`src/rtl/pipe_hazard_ctrl_pkg.sv`:
```
// Shared pipeline definitions: sequencer state encoding, memory port select
// values and the NOP instruction loaded by flush/bubble muxes.
package pipe_hazard_ctrl_pkg;

    typedef enum logic {
        S_FETCH = 1'b0,
        S_DATA  = 1'b1
    } state_e;

    localparam logic MEM_SEL_FETCH = 1'b0;
    localparam logic MEM_SEL_DATA  = 1'b1;

    // addi x0, x0, 0
    localparam logic [31:0] NOP_INSN = 32'h0000_0013;

endpackage

```
`src/rtl/pipe_hazard_ctrl_sat_counter.sv`:
```
// Saturating event counter with synchronous clear taking priority over increment.
module sat_counter #(
    parameter int CNT_W = 32
) (
    input  logic             clk,
    input  logic             rst_n,
    input  logic             inc,
    input  logic             clr,
    output logic [CNT_W-1:0] cnt
);

    logic [CNT_W-1:0] cnt_q, cnt_d;

    always_comb begin
        cnt_d = cnt_q;
        if (clr)
            cnt_d = '0;
        else if (inc && (cnt_q != {CNT_W{1'b1}}))
            cnt_d = cnt_q + 1'b1;
    end

    always_ff @(posedge clk or negedge rst_n) begin
        if (!rst_n) cnt_q <= '0;
        else        cnt_q <= cnt_d;
    end

    assign cnt = cnt_q;

endmodule

```
`src/rtl/pipe_hazard_ctrl.sv`:
```
// Hazard/sequencing controller for the 5-stage pipeline: load-use, taken-branch
// and shared memory port arbitration, plus stall/flush performance counters.
module pipe_hazard_ctrl
    import pipe_hazard_ctrl_pkg::*;
#(
    parameter int REG_W = 5,
    parameter int CNT_W = 32
) (
    input  logic             clk,
    input  logic             rst_n,
    input  logic [REG_W-1:0] IF_ID_rs1,
    input  logic [REG_W-1:0] IF_ID_rs2,
    input  logic [REG_W-1:0] ID_EX_rd,
    input  logic             ID_EX_memrd,
    input  logic             EX_branch_taken,
    input  logic             EX_MEM_memrd,
    input  logic             EX_MEM_memwr,
    input  logic             mem_ready,
    input  logic             cnt_clr,
    output logic             pc_write,
    output logic             IF_ID_write,
    output logic             IF_ID_flush,
    output logic             ID_EX_write,
    output logic             ID_EX_bubble,
    output logic             EX_MEM_write,
    output logic             MEM_WB_bubble,
    output logic             mem_req,
    output logic             mem_sel,
    output logic             state,
    output logic [CNT_W-1:0] stall_cnt,
    output logic [CNT_W-1:0] flush_cnt
);

    state_e state_q, state_d;
    logic   dacc, lu, freeze;
    logic   stall_inc, flush_inc;

    assign dacc = EX_MEM_memrd | EX_MEM_memwr;
    assign lu   = ID_EX_memrd && (ID_EX_rd != '0) &&
                  ((ID_EX_rd == IF_ID_rs1) || (ID_EX_rd == IF_ID_rs2));

    assign mem_sel = rst_n && (dacc || (state_q == S_DATA)) ? MEM_SEL_DATA : MEM_SEL_FETCH;
    assign mem_req = rst_n;
    assign freeze  = mem_sel && !mem_ready;

    always_comb begin
        pc_write      = 1'b0;
        IF_ID_write   = 1'b0;
        IF_ID_flush   = 1'b1;
        ID_EX_write   = 1'b0;
        ID_EX_bubble  = 1'b1;
        EX_MEM_write  = 1'b0;
        MEM_WB_bubble = 1'b1;
        flush_inc     = 1'b0;
        if (rst_n) begin
            if (freeze) begin
                // Whole pipe holds; branch/load-use are re-presented after the access.
                IF_ID_flush  = 1'b0;
                ID_EX_bubble = 1'b0;
            end else begin
                ID_EX_write   = 1'b1;
                EX_MEM_write  = 1'b1;
                MEM_WB_bubble = 1'b0;
                if (EX_branch_taken) begin
                    pc_write     = 1'b1;
                    IF_ID_write  = 1'b1;
                    IF_ID_flush  = 1'b1;
                    ID_EX_bubble = 1'b1;
                    flush_inc    = 1'b1;
                end else if (lu) begin
                    IF_ID_flush  = 1'b0;
                end else if (mem_sel || !mem_ready) begin
                    IF_ID_write  = 1'b1;
                    ID_EX_bubble = 1'b0;
                end else begin
                    pc_write     = 1'b1;
                    IF_ID_write  = 1'b1;
                    IF_ID_flush  = 1'b0;
                    ID_EX_bubble = 1'b0;
                end
            end
        end
    end

    assign stall_inc = rst_n && !pc_write;

    always_comb begin
        state_d = state_q;
        case (state_q)
            S_FETCH: if (freeze)    state_d = S_DATA;
            S_DATA:  if (mem_ready) state_d = S_FETCH;
            default: state_d = S_FETCH;
        endcase
    end

    always_ff @(posedge clk or negedge rst_n) begin
        if (!rst_n) state_q <= S_FETCH;
        else        state_q <= state_d;
    end

    assign state = state_q;

    sat_counter #(.CNT_W(CNT_W)) u_stall_cnt (
        .clk   (clk),
        .rst_n (rst_n),
        .inc   (stall_inc),
        .clr   (cnt_clr),
        .cnt   (stall_cnt)
    );

    sat_counter #(.CNT_W(CNT_W)) u_flush_cnt (
        .clk   (clk),
        .rst_n (rst_n),
        .inc   (flush_inc),
        .clr   (cnt_clr),
        .cnt   (flush_cnt)
    );

endmodule
```
`config.mk`:
```
export PLATFORM = sky130hd
export DESIGN_NAME = pipe_hazard_ctrl
export DESIGN_NICKNAME = d
export VERILOG_FILES = /design/src/rtl/pipe_hazard_ctrl_pkg.sv /design/src/rtl/pipe_hazard_ctrl_sat_counter.sv /design/src/rtl/pipe_hazard_ctrl.sv
export SDC_FILE = /design/constraint.sdc
export NUM_CORES = 1
export LEC_CHECK = 0
export BUFFER_PORTS_ARGS = -buffer_cell sky130_fd_sc_hd__buf_2
export CAP_MARGIN = 30
export CORE_MARGIN = 5
export CORE_UTILIZATION = 47
export DETAILED_ROUTE_END_ITERATION = 7
export PLACE_DENSITY_LB_ADDON = 0.08
export SKIP_LAST_GASP = 1
export SLEW_MARGIN = 0
export SYNTH_ARGS = -nofsm -noshare
export SYNTH_HDL_FRONTEND = slang
export SYNTH_SLANG_ARGS = --single-unit
export TNS_END_PERCENT = 50
```
`constraint.sdc`:
```
create_clock -name clk -period 4.5 [get_ports clk]
set_input_delay 0.9 -clock clk [delete_from_list [all_inputs] [get_ports clk]]
set_output_delay 0.9 -clock clk [all_outputs]
set_load 0.01 [all_outputs]
```
# Word level (Yosys, flattened, before mapping)

Index checks and enable logic that the tools add are counted.

Register bits after elaboration: 65
Bits in latches: 0
Bits in writable memories: 0
Memory bits (read-only): 0
Input bits: 23
Output and inout port bits: 74
Memories kept: 0

$add $sub $neg: 2
Multiply operators: 0
Divide/modulo/power cells: 0
Magnitude comparators: 0
Eq/ne operators: 4
Shift operators: 0
Multiplexer cells: 32
Bitwise gates (word level): 2
Reductions and logical operators: 15

Operator list:

| operator                                      | number |
|---|---|
| two-way mux 32 bit                            | 4 |
| adder 32 x 1 -> 32 bit, second input constant | 2 |
| inequality test 32 bit, second input constant | 2 |
| two-way mux 1 bit                             | 27 |
| == test 5 bit                                 | 2 |
| logical AND 1 bit                             | 7 |
| nonzero test 5 bit                            | 1 |
| nonzero test 2 bit                            | 2 |
| logical OR 1 bit                              | 3 |
| logical NOT 1 bit                             | 2 |
| case mux 1 bit (2 select lines)               | 1 |
| NOT 1 bit                                     | 1 |
| bitwise OR 1 bit                              | 1 |

# Longest topological paths before layout

Gate-level depths: netlist of the first run.

Depth in word-level cells: 15
Mapped depth: 9
Depth with buffers taken out: 7

# Modules after synthesis

A second synthesis of the first run with hierarchy kept.

Cells, all modules: 440
Area total of the unflattened synthesis: 4008.8 µm²

Modules (own cells, without submodules):

| module           | times used | cells an instance | area each (µm²) |
|---|---|---|---|
| sat_counter      | 2          | 198               | 1854.3 |
| pipe_hazard_ctrl | 1          | 44                | 300.3 |

# Worst setup path after synthesis of the first run

No wires, ideal clock.

Path type: input -> output
Start: in EX_MEM_memwr
End: out pc_write
Arrival time: 2.396 ns
Required time: 3.600 ns
Slack: 1.204 ns
Cell stages on the path: 6
Path buffers: 1
Cell sequence: nor3_1 -> nor2_1 -> o21ai_0 -> o31a_1 -> clkbuf_1 -> and2_1

Cells in the longest elaborated chain, start to end: 10

RTL lines:

| element             | line                   | source |
|---|---|---|
| start: declaration  | pipe_hazard_ctrl.sv:17 | `input logic EX_MEM_memwr,` |
| bitwise OR 1 bit *  | pipe_hazard_ctrl.sv:38 | `assign dacc = EX_MEM_memrd \| EX_MEM_memwr;` |
| logical OR 1 bit *  | pipe_hazard_ctrl.sv:42 | `assign mem_sel = rst_n && (dacc \|\| (state_q == S_DATA)) ? MEM_SEL_DATA : MEM_SEL_FETCH;` |
| logical AND 1 bit * | pipe_hazard_ctrl.sv:42 |  |
| two-way mux 1 bit * | pipe_hazard_ctrl.sv:42 |  |
| via mem_sel         | pipe_hazard_ctrl.sv:28 | `output logic mem_sel,` |
| logical OR 1 bit    | pipe_hazard_ctrl.sv:72 | `end else if (mem_sel \|\| !mem_ready) begin` |
| two-way mux 1 bit   | pipe_hazard_ctrl.sv:72 |  |
| two-way mux 1 bit   | pipe_hazard_ctrl.sv:70 | `end else if (lu) begin` |
| two-way mux 1 bit   | pipe_hazard_ctrl.sv:64 | `if (EX_branch_taken) begin` |
| two-way mux 1 bit * | pipe_hazard_ctrl.sv:56 | `if (freeze) begin` |
| two-way mux 1 bit * | pipe_hazard_ctrl.sv:55 | `if (rst_n) begin` |
| end: declaration    | pipe_hazard_ctrl.sv:20 | `output logic pc_write,` |

Mark *: on every way through the listed nets, which the timed path passes. The rest lies on a longest branch.

# Worst setup path after layout of the first run

Start: in ID_EX_rd[1]
End: out pc_write

Cells in the longest elaborated chain, start to end: 7

RTL lines:

| element                                                      | line                                           | source |
|---|---|---|
| start: declaration                                           | pipe_hazard_ctrl.sv:13                         | `input logic [REG_W-1:0] ID_EX_rd,` |
| == test 5 bit / nonzero test 5 bit (equally long branches)   | pipe_hazard_ctrl.sv:40, pipe_hazard_ctrl.sv:39 |  |
| logical OR 1 bit / logical AND 1 bit (equally long branches) | pipe_hazard_ctrl.sv:40, pipe_hazard_ctrl.sv:39 |  |
| logical AND 1 bit *                                          | pipe_hazard_ctrl.sv:39                         | `assign lu = ID_EX_memrd && (ID_EX_rd != '0) &&` |
| two-way mux 1 bit *                                          | pipe_hazard_ctrl.sv:70                         |  |
| two-way mux 1 bit *                                          | pipe_hazard_ctrl.sv:64                         |  |
| two-way mux 1 bit *                                          | pipe_hazard_ctrl.sv:56                         |  |
| two-way mux 1 bit *                                          | pipe_hazard_ctrl.sv:55                         |  |

Every way passes the cells marked *; elsewhere a longest branch is shown, timed or not.

==> flow_metrics.env, run 1 <==
export IMPL_status="completed"
export IMPL_endpoint_kind="output port"
export IMPL_synth_edff_count=0
export IMPL_hold_viol_final=0
export IMPL_ys_async_sr_fraction_pct=100
export IMPL_dp_hpwl_um=6870
export IMPL_grt_ovfl_total=0
export IMPL_cts_root_buffer="clkbuf_8"
export IMPL_post_synth_cell_area_avg_sq_um=9.04
export IMPL_p_leak_nw=2.12
export IMPL_design_area_sq_mm=0.00457
export IMPL_drt_wirelength_per_cell_um=15.7
export IMPL_cts_resized_gates=0
export IMPL_first_global_vias=3371
export IMPL_ir_worst_vdd_v=0.000129
export IMPL_finalSetupTns_ns=0
export IMPL_finalSetupViolations=0
export IMPL_htreeDepth=3
export IMPL_intPower_w=0.000902
export IMPL_power_density_mw_per_mm2=261
export IMPL_worstHoldPathType="in2async"
export IMPL_place_area_sq_mm=0.00435
export IMPL_p_seq_share_pct=49.5
export IMPL_crit_required_ns=3.60
export IMPL_cp_start_kind="input port"
export IMPL_grt_pass1_wl_um=16700
export IMPL_worstPathArrival_ns=2.51
export IMPL_cap_violations=0
export IMPL_switching_share_pct=24.3
export IMPL_slew_viol_final=0
export IMPL_ctsHoldBuffers=0
export IMPL_wl_um=9700
export IMPL_ys_ff_latch=65
export IMPL_cts_num_sinks=65
export IMPL_grt_start_max_net_pins=58
export IMPL_fmaxAchievable_mhz=293
export IMPL_cts_path_max_buffers=2
export IMPL_synth_area_sq_mm=0.00378
export IMPL_cts_buffers_inserted=9
export IMPL_power_w=0.00119
export IMPL_die_w_um=99.7
export IMPL_period_needed_ns=3.41
export IMPL_io_pins=97
export IMPL_die_h_um=99.7
export IMPL_fp_coreArea_sq_mm=0.00777
export IMPL_diodes=0
export IMPL_gp_congestion=0.869
export IMPL_fin_skew_ns=0.0112
export IMPL_tightest_slew_ns=0.680
export IMPL_fin_util_pct=58.8
export IMPL_rows=32
export IMPL_p_sw_w=0.000289
export IMPL_cts_tree="built"
export IMPL_p_clk_share_pct=42.1
export IMPL_path_max_fanout=13
export IMPL_vias=3478
export IMPL_drive_gt1_share_pct=26.4
export IMPL_synth_distinct_cells=41
export IMPL_io_buffer_count=96
export IMPL_synthFlopType="dfrtp_1"
export IMPL_syn2layout_area_growth_pct=20.8
export IMPL_syn_inst=418
export IMPL_yosys_warnings=0
export IMPL_drt_iter0_drc=181
export IMPL_die_area_sq_mm=0.00994
export IMPL_cts_clk_slew_worst_paths_ns=0.07
export IMPL_grt_setup_unrepaired="no"
export IMPL_drtPass1Iterations=4
export IMPL_cts_setup_buffers=0
export IMPL_via_per_inst=5.64
export IMPL_max_slew_margin_rel_pct=54.5
export IMPL_drc_errors=0
export IMPL_postSynthNetCount=443
export IMPL_detail_route_antenna_nets=0
export IMPL_seq_area_frac_synth_pct=43.0
export IMPL_initial_core_util_pct=48.7
export IMPL_worstSetupPathType="in2out"
export IMPL_antenna_found_initial=0
export IMPL_post_route_period_util_pct=75.8
export IMPL_nets=536
export IMPL_grt_use_total_pct=20.3
export IMPL_pwr_share_comb_pct=8.4
export IMPL_clk_insertion_delay_late_ns=0.34
==> registers in the layout, summed over array words and instances (netlist names) <==
| signal | count |
|---|---|
| state | 1 |
| u_stall_cnt.cnt | 32 |
| u_flush_cnt.cnt | 32 |
==> cell usage in the layout (no fill, tap or decap), types with 16 or more instances in the layout <==
master and count:
o21ai_0 18, nand2_1 23, xor2_1 27, dfrtp_1 65, nor2_1 56, buf_2 95, nand3_1 23, a21oi_1 23
nand4_1 20, nor3_1 16
==> kinds of logic after synthesis <==
| kind of cell | count (synthesis) | share of synthesized area [%] |
|---|---|---|
| AND/OR/NAND/NOR | 208 | 30.3 |
| AO/OA/AOI/OAI | 66 | 10.5 |
| flip-flops | 65 | 43.0 |
| XOR/XNOR | 37 | 8.57 |
| buffers and inverters | 27 | 3.08 |
| multiplexers | 13 | 3.84 |
| adder cells (fa/ha/maj) | 2 | 0.662 |
==> cells in the mapped netlist (3+ instances only) <==
| cell type | n | share of area, % |
|---|---|---|
| a21oi_1 | 23 | 3.0 |
| a31oi_1 | 3 | 0.50 |
| and2_1 | 5 | 0.83 |
| and3_1 | 9 | 1.5 |
| and4_1 | 5 | 1.2 |
| buf_2 | 5 | 0.66 |
| clkbuf_1 | 12 | 1.2 |
| dfrtp_1 | 65 | 43 |
| inv_1 | 7 | 0.70 |
| mux2_2 | 12 | 3.6 |
| nand2_1 | 23 | 2.3 |
| nand3_1 | 23 | 3.0 |
| nand4_1 | 20 | 3.3 |
| nor2_1 | 56 | 5.6 |
| nor2b_1 | 12 | 2.0 |
| nor3_1 | 16 | 2.1 |
| nor3b_1 | 3 | 0.60 |
| nor4b_1 | 4 | 0.93 |
| o21ai_0 | 18 | 2.4 |
| o31ai_1 | 11 | 2.2 |
| or3_1 | 12 | 2.0 |
| or4_1 | 11 | 2.2 |
| xnor2_1 | 10 | 2.3 |
| xor2_1 | 27 | 6.3 |
==> layer usage <==
metal	vias up	wire, um	GRT usage, %
met3	6	608	5.26
met5	-	0	0
met1	1671	4570	29.0
met2	99	4460	31.0
met4	0	65	4.10
li1	1702	-	-
==> cell type report <==
type	count	area, sq um
fillers	723	3200
multi-input cells	326	2040
flip-flops and latches	65	1630
repair buffers	102	553
clock buffers	12	155
well taps	102	128
clock inverters	3	40.0
inverters	7	26.3
==> power by group through the flow <==
stage	clock (W)	sequential (W)	combinational, W
2_1_floorplan	0	0.000601	0.0000508
3_3_place_gp	0	0.000601	0.0000986
3_5_place_dp	0	0.000601	0.000100
4_1_cts	0.000514	0.000590	0.000100
5_1_grt	0.000544	0.000590	0.000114
6_report	0.000501	0.000590	0.000100
==> worst paths after layout <==
kind                       slack, ns                         endpoint                      startpoint  depth (start not counted)
max                             1.09                         pc_write                     ID_EX_rd[1]                          6
min                             0.44  u_flush_cnt.cnt[25]$_DFFE_PN0P_                           rst_n                          1
max reg2reg                     1.84  u_stall_cnt.cnt[29]$_DFFE_PN0P_  u_stall_cnt.cnt[8]$_DFFE_PN0P_                          6
min reg2reg                     0.56                  state$_DFF_PN0_                 state$_DFF_PN0_                          2
max in group asynchronous       2.91  u_stall_cnt.cnt[27]$_DFFE_PN0P_                           rst_n                          3
min in group clk                0.56                  state$_DFF_PN0_                 state$_DFF_PN0_                          2
==> worst max-delay path: stages <==
cell     delay (ns)
buf_2          0.12
or4_1          0.50
o21ai_0        0.22
o31a_1         0.45
and2_1         0.19
buf_2          0.12
==> stage by stage <==
step | setup WS (ns) | std cells | hold WS (ns)
after global placement | 1.09 | 601 | 0.535
after floorplan | 1.20 | 418 | 0.554
final | 1.09 | 617 | 0.440
after global routing | 0.962 | 617 | 0.445
after CTS | 1.08 | 616 | 0.439
after detailed placement | 1.08 | 601 | 0.548
Note: power is estimated with default switching activity, not from simulation.
==> run 2: changes to the inputs <==
- clock period: 4.5 -> 3.5 ns (I/O delays scaled with it)
==> flow_metrics.env, run 2 (same netlist as run 1, synthesis figures left out) <==
export IMPL_status="completed"
export IMPL_drc_errors=0
export IMPL_final_common_cell="buf_2"
export IMPL_cts_clk_slew_worst_paths_ns=0.07
export IMPL_cts_buffers_inserted=9
export IMPL_final_cell_mix="buf_2, dfrtp_1, nor2_1, xor2_1"
export IMPL_pre_cts_slack_ns=0.622
export IMPL_dpl_cell_count=606
export IMPL_power_density_mw_per_mm2=359
export IMPL_worstHoldPathType="in2async"
export IMPL_cts_tree="built"
export IMPL_finalSetupViolations=0
export IMPL_grt_setup_unrepaired="no"
export IMPL_endpoint_kind="output port"
export IMPL_die_h_um=99.7
export IMPL_p_leak_nw=2.14
export IMPL_cts_num_sinks=65
export IMPL_fin_skew_ns=0.0116
export IMPL_antenna_found_initial=0
export IMPL_grt_start_max_net_pins=43
export IMPL_ctsHoldBuffers=0
export IMPL_die_w_um=99.7
export IMPL_vias=3477
export IMPL_layout_setup_ws_ns=0.614
export IMPL_ir_worst_vdd_v=0.000248
export IMPL_drive_gt1_share_pct=27.3
export IMPL_max_slew_margin_rel_pct=50.9
export IMPL_fin_util_pct=59.6
export IMPL_gp_congestion=0.875
export IMPL_grt_pass1_wl_um=16600
export IMPL_slew_viol_final=0
export IMPL_cap_violations=0
export IMPL_seqCellArea_sq_mm=0.00163
export IMPL_path_max_fanout=3
export IMPL_nets=540
export IMPL_grt_use_total_pct=20.4
export IMPL_rows=32
export IMPL_instances_no_fill=622
export IMPL_fp_coreArea_sq_mm=0.00777
export IMPL_clk_insertion_delay_late_ns=0.34
export IMPL_wl_um=9710
export IMPL_r2r_setup_slack_ns=0.80
export IMPL_crit_required_ns=2.80
export IMPL_dp_hpwl_um=7050
export IMPL_cp_start_kind="input port"
export IMPL_first_global_vias=3313
export IMPL_worstPathArrival_ns=2.19
export IMPL_initial_core_util_pct=48.7
export IMPL_multi_input_area_sq_mm=0.00204
export IMPL_drtPass1Iterations=4
export IMPL_syn2layout_area_growth_pct=22.5
export IMPL_io_buffer_count=96
export IMPL_cts_root_buffer="clkbuf_8"
export IMPL_cts_setup_buffers=0
export IMPL_drt_iter0_drc=214
export IMPL_cts_path_max_buffers=2
export IMPL_hold_viol_final=0
export IMPL_via_per_inst=5.59
export IMPL_finalSetupTns_ns=0
export IMPL_period_needed_ns=2.89
export IMPL_tightest_slew_ns=0.732
export IMPL_worstSetupPathType="in2out"
export IMPL_drt_wirelength_per_cell_um=15.6
export IMPL_cts_resized_gates=0
export IMPL_detail_route_antenna_nets=0
export IMPL_fmaxAchievable_mhz=346
export IMPL_htreeDepth=3
export IMPL_io_pins=97
export IMPL_post_route_period_util_pct=82.5
export IMPL_grt_ovfl_total=0
export IMPL_power_w=0.00166
export IMPL_nFillCells=698
export IMPL_die_area_sq_mm=0.00994
export IMPL_diodes=0
[run 2: metrics by stage]
stage | area (sq um) | hold WS [ns]
after floorplan | 3780 | 0.404
final | 4630 | 0.226
after CTS | 4630 | 0.218
after global placement | 4370 | 0.537
after global routing | 4630 | 0.225
after detailed placement | 4390 | 0.546
[run 2: report_power, final]
group          total, W  internal, W  switching, W
registers      0.000758     0.000754    0.00000406
clock network  0.000776     0.000473      0.000303
logic          0.000127    0.0000424     0.0000849
total           0.00166      0.00127      0.000392
[run 2: per-layer routing]
metal | vias to the layer above | GRT usage [%] | part of all wire (%)
met1 | 1647 | 30.1 | 48
met2 | 114 | 30.3 | 44
met5 | - | 0 | 0
met3 | 9 | 3.72 | 6.8
met4 | 0 | 5.99 | 1.0
li1 | 1707 | - | -
[run 2: cell type report]
class / instances / share of cell area, %
clock buffer: 9 / 2.67
multi-input combinational: 326 / 44.0
sequential: 65 / 35.1
clock inverter: 7 / 2.57
inverter: 7 / 0.567
timing repair buffer: 106 / 12.3
tap: 102 / 2.76
[run 2: path summary, 6_finish.rpt]
path,end,from,cells past startpoint
min,u_flush_cnt.cnt[25]$_DFFE_PN0P_,rst_n,1
max,IF_ID_flush,ID_EX_rd[1],7
min in group clk,u_stall_cnt.cnt[21]$_DFFE_PN0P_,u_stall_cnt.cnt[21]$_DFFE_PN0P_,2
max in group asynchronous,u_stall_cnt.cnt[23]$_DFFE_PN0P_,rst_n,2
max reg2reg,u_stall_cnt.cnt[22]$_DFFE_PN0P_,u_stall_cnt.cnt[8]$_DFFE_PN0P_,6
min reg2reg,u_stall_cnt.cnt[21]$_DFFE_PN0P_,u_stall_cnt.cnt[21]$_DFFE_PN0P_,2
[run 2: worst max-delay path: stages]
cell,delay [ns]
buf_2,0.12
or4_1,0.51
o21ai_0,0.25
nor2_1,0.11
o21a_1,0.19
o21ai_0,0.14
buf_2,0.16
==> run 3: changes to the inputs <==
- clock period: 3.5 -> 2.89 ns (I/O delays scaled with it)
==> flow_metrics.env, run 3 (same netlist as run 1, synthesis figures left out) <==
export IMPL_grt_pass1_wl_um=16300
export IMPL_clk_insertion_delay_late_ns=0.35
export IMPL_cts_root_buffer="clkbuf_8"
export IMPL_endpoint_kind="output port"
export IMPL_final_common_cell="buf_2"
export IMPL_final_cell_mix="buf_2, dfrtp_1, nor2_1, xor2_1"
export IMPL_drive_gt1_share_pct=27.6
export IMPL_via_per_inst=5.58
export IMPL_cts_path_max_buffers=2
export IMPL_die_h_um=99.7
export IMPL_cp_start_kind="input port"
export IMPL_syn2layout_area_growth_pct=22.5
export IMPL_max_slew_margin_rel_pct=50.9
export IMPL_io_pins=97
export IMPL_vias=3482
export IMPL_slew_viol_final=0
export IMPL_crit_required_ns=2.31
export IMPL_io_buffer_count=96
export IMPL_post_route_period_util_pct=88.8
export IMPL_die_area_sq_mm=0.00994
export IMPL_path_max_fanout=3
export IMPL_cts_resized_gates=0
export IMPL_cap_violations=0
export IMPL_rows=32
export IMPL_hold_viol_final=0
export IMPL_grt_setup_unrepaired="no"
export IMPL_cts_tree="built"
export IMPL_grt_use_total_pct=20.0
export IMPL_detail_route_antenna_nets=0
export IMPL_diodes=0
export IMPL_multi_input_area_sq_mm=0.00204
export IMPL_nets=542
export IMPL_gp_congestion=0.850
export IMPL_drt_iter0_drc=163
export IMPL_antenna_found_initial=0
export IMPL_fin_skew_ns=0.0121
export IMPL_nFillCells=713
export IMPL_drt_wirelength_per_cell_um=15.2
export IMPL_cts_num_sinks=65
export IMPL_dp_hpwl_um=6570
export IMPL_die_w_um=99.7
export IMPL_status="completed"
export IMPL_worstHoldPathType="in2async"
export IMPL_htreeDepth=3
export IMPL_ir_worst_vdd_v=0.000228
export IMPL_seqCellArea_sq_mm=0.00163
export IMPL_layout_setup_ws_ns=0.323
export IMPL_pre_cts_slack_ns=0.305
export IMPL_initial_core_util_pct=48.7
export IMPL_first_global_vias=3371
export IMPL_period_needed_ns=2.57
export IMPL_drtPass1Iterations=4
export IMPL_fp_coreArea_sq_mm=0.00777
export IMPL_grt_start_max_net_pins=82
export IMPL_finalSetupViolations=0
export IMPL_cts_clk_slew_worst_paths_ns=0.07
export IMPL_worstPathArrival_ns=1.99
export IMPL_worstSetupPathType="in2out"
export IMPL_p_leak_nw=2.15
export IMPL_cts_buffers_inserted=9
export IMPL_cts_setup_buffers=0
export IMPL_drc_errors=0
export IMPL_tightest_slew_ns=0.726
export IMPL_reg2reg_depth=6
export IMPL_ctsHoldBuffers=0
export IMPL_grt_ovfl_total=0
export IMPL_wl_um=9490
export IMPL_finalSetupTns_ns=0
export IMPL_fmaxAchievable_mhz=390
export IMPL_power_density_mw_per_mm2=413
-- run 3: worst max-delay path, cell delays in order --
cell,delay [ns]
buf_2,0.12
or4_1,0.51
o21ai_0,0.21
nor2_1,0.10
o21a_1,0.18
o21ai_0,0.13
buf_2,0.15
-- run 3: report_power, final --
part	internal, W	switching, W
registers	0.000913	0.00000438
clock network	0.000468	0.000371
logic	0.0000526	0.000102
-- run 3: path summary, 6_finish.rpt --
path	slack [ns]	to	start
worst max-delay path	0.32	IF_ID_flush	ID_EX_rd[1]
worst min-delay path	0.01	u_flush_cnt.cnt[25]$_DFFE_PN0P_	rst_n
worst max register to register	0.54	u_stall_cnt.cnt[27]$_DFFE_PN0P_	u_stall_cnt.cnt[19]$_DFFE_PN0P_
worst min register to register	0.56	state$_DFF_PN0_	state$_DFF_PN0_
max in group asynchronous	2.30	u_stall_cnt.cnt[30]$_DFFE_PN0P_	rst_n
min in group clk	0.50	state$_DFF_PN0_	mem_ready
-- run 3: final cells by class --
type / instances / share of cell area [%]
Inverter: 7 / 0.567
Sequential cell: 65 / 35.1
Clock buffer: 12 / 3.57
Multi-Input combinational cell: 326 / 44.0
Clock inverter: 4 / 1.08
Tap cell: 102 / 2.76
Timing Repair Buffer: 108 / 12.9
-- run 3: routing by layer --
| layer | routed length, um | global-route usage (%) | vias up |
|---|---|---|---|
| met3 | 689 | 4.07 | 10 |
| met5 | 0 | 0 | - |
| met1 | 4390 | 28.2 | 1649 |
| met2 | 4290 | 30.5 | 104 |
| met4 | 118 | 6.83 | 0 |
| li1 | - | - | 1719 |
-- run 3: stage by stage --
stage / area [sq um] / utilization (%) / hold slack [ns] / power [W] / instances
CTS: 4630 / 59.6 / 0.00892 / 0.00193 / 624
floorplan: 3780 / - / 0.282 / 0.00102 / 418
global placement: 4420 / 56.8 / 0.380 / 0.00109 / 608
finish: 4630 / 59.6 / 0.0147 / 0.00191 / 624
global route: 4630 / 59.6 / 0.00688 / 0.00199 / 624
detailed placement: 4420 / 56.8 / 0.381 / 0.00109 / 608
